### src/rtl/clkbuf_enable_sequencer.sv
// clkbuf_enable_sequencer: walks clock-branch enables toward a request one bit at a time with a quiet gap
module clkbuf_enable_sequencer #(
  parameter int N   = 4,
  parameter int GAP = 3
) (
  input  logic         CLK,
  input  logic         RN,
  input  logic [N-1:0] REQ,
  input  logic         HOLD,
  output logic [N-1:0] EN,
  output logic         BUSY,
  output logic         DONE
);
  localparam int CW = $clog2(GAP + 1);
  typedef enum logic {S_IDLE, S_WAIT} state_t;
  state_t state;
  logic [CW-1:0] cnt;
  logic [N-1:0] dis, ena, cand, pick;
  // disables outrank enables; the lowest set bit of the winning class is isolated
  always_comb begin
    dis  = EN & ~REQ;
    ena  = ~EN & REQ;
    cand = |dis ? dis : ena;
    pick = cand & (-cand);
  end
  assign BUSY = (state == S_WAIT) | (REQ != EN);
  // toggle one branch from idle, then hold every enable frozen for the quiet gap
  always_ff @(posedge CLK or negedge RN) begin
    if (!RN) begin
      state <= S_IDLE;
      cnt   <= '0;
      EN    <= '0;
      DONE  <= 1'b0;
    end else begin
      DONE <= 1'b0;
      if (state == S_IDLE) begin
        if (!HOLD && REQ != EN) begin
          EN    <= EN ^ pick;
          cnt   <= CW'(GAP);
          state <= S_WAIT;
        end
      end else if (cnt == CW'(1)) begin
        state <= S_IDLE;
        DONE  <= (REQ == EN);
      end else begin
        cnt <= cnt - CW'(1);
      end
    end
  end
endmodule

### config.mk
export PLATFORM = sky130hd
export DESIGN_NAME = clkbuf_enable_sequencer
export DESIGN_NICKNAME = d
export VERILOG_FILES = /design/src/rtl/clkbuf_enable_sequencer.sv
export SDC_FILE = /design/constraint.sdc
export NUM_CORES = 1
export LEC_CHECK = 0
export ABC_AREA = 0
export CORE_UTILIZATION = 40
export CTS_CLUSTER_SIZE = 30
export DETAILED_ROUTE_END_ITERATION = 12
export PLACE_DENSITY = 0.69
export SLEW_MARGIN = 5
export SYNTH_ARGS = -nofsm -noshare
export SYNTH_HDL_FRONTEND = slang
export SYNTH_SLANG_ARGS = --single-unit
### constraint.sdc
create_clock -name CLK -period 2.17 [get_ports CLK]
set_input_delay 0.651 -clock CLK [delete_from_list [all_inputs] [get_ports CLK]]
set_output_delay 0.651 -clock CLK [all_outputs]
set_load 0.02 [all_outputs]
# [Word-level counts from Yosys, hierarchy flattened]
# Cells that the tools add are included.
[op_classes] addsub=2 n_mul=0 div=0 n_lt_le_gt_ge=0 eq_ne=4 shift=0 mux=9 bitwise=8 n_reduce_logical=6
[op_table] op="bitwise AND 4 bit" n=3
[op_table] op="inverter 4 bit" n=2
[op_table] op="2-to-1 mux 2 bit" n=3
[op_table] op="2-to-1 mux 1 bit" n=5
[op_table] op="equality test 4 bit" n=1
[op_table] op="2-to-1 mux 4 bit" n=1
[op_table] op="inequality test 4 bit" n=1
[op_table] op="negation 4 bit" n=1
[op_table] op="AND reduction 2 bit" n=2
[op_table] op="OR reduction 4 bit" n=1
[op_table] op="bitwise XOR 4 bit" n=1
[op_table] op="equality test 2 x 1 -> 1 bit, second input constant" n=1
[op_table] op="inequality test 2 bit, second input constant" n=1
[op_table] op="nonzero test 2 bit" n=1
[op_table] op="subtractor 2 x 1 -> 2 bit, second input constant" n=1
[op_table] op="logical AND 1 bit" n=1
[op_table] op="zero test 1 bit" n=1
[op_table] op="inverter 1 bit" n=1
[op_table] op="bitwise OR 1 bit" n=1
[totals] reg_bits=8 latchBits=0 ram_bits=0 mem_bits_ro=0 input_bits=7 output_inout_bits=6 elab_cells=33 memories=0

# [Depth between registers and ports, before layout]
[logic_depth] ltp_word=7 mapped_depth=6 ltp_nobuf=6

# [Least setup slack after synthesis]
# Ideal clock, no wire load.
[synth_path] path_kind="input-to-output" from="input port REQ[0]" to="output port BUSY" t_arrival_ps=1320 t_required_ps=1519 path_slack_ps=199 cell_stages=3 path_buffers=0 cell_sequence="ha_1 > and4_1 > nand2b_1"
[synth_via] elab_chain_cells=2
[synth_rtl] item="from (decl)" line_no="8" text="input logic [N-1:0] REQ,"
[synth_rtl] item="inequality test 4 bit" line_no="26" text="assign BUSY = (state == S_WAIT) | (REQ != EN);"
[synth_rtl] item="bitwise OR 1 bit" line_no="26"
[synth_rtl] item="to (decl)" line_no="11" text="output logic BUSY,"
# No other way between the ends.

# [Final worst setup path]
[layout_path] from="input port REQ[1]" to="output port BUSY"
# The elaborated chain is that of the path after synthesis.

==> flow_metrics.tcl <==
set metrics [dict create \
    power_density_nw_per_um2 1280 \
    crit_family "simple AND/OR/NAND/NOR gates" \
    post-route-period-util_pct 97.0 \
    layout.nets 98 \
    postSynth.asyncResetShare_pct 100 \
    startpoint_type "input port" \
    drv_slew 0 \
    htreeDepth 1 \
    synthDistinctLibCells 21 \
    grt_start_max_net_pins 9 \
    drt.antenna.violating_nets 0 \
    path_cells "buf_2 > ha_1 > and4_4 > nand2b_1 > buf_6" \
    fin_area_um2 779 \
    hold_path_class "reg -> reg" \
    arrival_ns 1.45 \
    dp.cells 90 \
    rsz0062_at_grt "false" \
    maxCapViolCount 0 \
    area_growth_syn_to_layout_pct 45.6 \
    crit_type "in -> out" \
    critical_path_buf_inv_count 2 \
    pin_count 13 \
    cts_tree "built" \
    drive_gt1_share_pct 30.0 \
    initial_core_util_pct 45.7 \
    crit_required_ns 1.52 \
    synth_edf_count 0 \
    holdWs_ns 0.498 \
    dpl_cell_area_um2 741 \
    syn_inst 55 \
    drc 0 \
    setup_viol 0 \
    netlist_area_um2 536 \
    clk_latency_ns 0.25 \
    worst_path_largest_cell_delay_ns 0.27 \
    root_buffer "clkbuf_4" \
    p_total_uw 998 \
    num_rows 12 \
    clock_path_buffers 2 \
    crit_fanout 2 \
    pre_cts_slack_ns -0.731 \
    grt_pass1_vias 365 \
    peakVddDrop_mv 0.690 \
    drtIter0Drc 12 \
    drt-pass1-iter-count 4 \
    ys_warn_count 0 \
    cts_buffers 3 \
    avgSynthCellArea_um2 9.74 \
    final_hold_viol_count 0 \
    grt_pass1_wl_um 1640 \
    yosysSeqAreaShare_pct 37.4 \
    p_leak_nw 0.383 \
    fin_util_pct 66.6 \
    finalNonFillerCells 94 \
    grtUsageTotal_pct 16.9 \
    outcome "finished clean" \
    wl_um 1040 \
    setup_slack_ns 0.0644 \
    critPathCaptureType "primary output" \
    max_slew_margin_pct 76.1 \
    port_buffers 12 \
    finalCriticalPeriod_ns 2.11 \
    path_clk_slew_ns 0.05 \
    clkSinkCount 8 \
    worst_path_max_delay_cell "ha_1" \
    syn_nets 71 \
    die_y_um 38.6 \
    hold_buffers 0 \
    worstMarginPinSlew_ns 0.357 \
    finalSetupTns_ns 0 \
    fp.dieArea_um2 1490 \
    synth_ff_type "dfrtp_1" \
    antenna_cells 0 \
    die_w_um 38.6 \
    gp_congestion 0.747 \
    hpwlAfterDp_um 845 \
    finClkSkew_ns 0.00266 \
    via_per_inst 4.80 \
    fp.coreArea_um2 1170 \
    routedWlPerCell_um 11.1 \
    grt-ovfl-total 0 \
    fillers 103 \
    max_freq_mhz 475 \
    dr_total_vias 451 \
    grt_antenna_before_repair 0 \
    synth_seq_cells 8 \
]
sequential cells by signal, summed over array words and instances, names as in the netlist:
signal and cells:
EN 4, cnt 2, DONE 1, state 1
cell usage after synthesis, types with 2 or more instances:
library cell / n / area (um2)
dfrtp_1: 8 / 200
a21oi_1: 2 / 10.0
ha_1: 9 / 113
nor2_1: 3 / 11.3
o21ai_0: 3 / 15.0
inv_1: 11 / 41.3
nand4_1: 2 / 12.5
xnor2_1: 4 / 35.0
layout make-up:
class / count / area [um2] / share of cell area, %
multi-input combinational: 36 / 322 / 41.3
tap: 14 / 17.5 / 2.25
inverter: 11 / 41.3 / 5.30
clock buffer: 3 / 22.5 / 2.89
timing repair buffer: 22 / 176 / 22.6
sequential: 8 / 200 / 25.7
worst paths after layout:
| path | startpoint | to | slack [ns] | cells after the start |
|---|---|---|---|---|
| max | REQ[1] | BUSY | 0.06 | 5 |
| min | cnt[0] | cnt[0] | 0.50 | 1 |
| max reg2reg | EN[1] | EN[3] | 0.34 | 6 |
| min reg2reg | cnt[0] | cnt[0] | 0.50 | 1 |
| max in group asynchronous | RN | cnt[1] | 1.24 | 1 |
| min in group asynchronous | RN | EN[2] | 0.67 | 1 |
cell families after synthesis:
group	after synthesis	synth area share, %
and+or+nand+nor	16	19.9
xor gates and xnor gates	4	6.54
adders and majority gates	9	21.0
buffers and inverters	11	7.71
AOI/OAI and AO/OA	7	7.48
DFF	8	37.4
cell usage in the layout, fill, tap and decap left out:
cell type,count
buf_2,4
clkdlybuf4s50_1,7
nand4_1,2
nor4_1,1
buf_6,1
inv_1,11
a31oi_1,1
or4b_1,1
buf_4,10
clkbuf_4,3
nor3b_1,1
ha_4,2
nor2_1,3
nor2b_1,1
nor3_1,1
and3_1,1
and4_4,1
o21ai_0,3
ha_1,7
a31o_2,1
nand2_1,1
nand2b_1,1
or2_2,1
dfrtp_1,8
a21oi_1,2
nor3_4,1
xnor2_1,4
layer usage:
layer | track usage [%] | vias up | share of wire (%)
met5 | 0 | - | 0
met1 | 21.2 | 207 | 45
met4 | 5.17 | 0 | 0
met2 | 26.3 | 11 | 49
li1 | - | 233 | -
met3 | 6.94 | 0 | 5.7
power breakdown:
part	internal (mW)	switching (mW)
Combinational	0.332	0.290
Sequential	0.220	0.0451
Clock	0.0631	0.0483
Total	0.615	0.383
timing repair:
item,4_1_cts,5_1_grt
hold endpoints to repair,0,0
gates resized for setup,22,3
pin swaps,5,0
endpoints found under the setup margin,2,1
setup buffers,1,0
gates cloned,0,0
No activity file was read; power rests on OpenSTA's default activity.
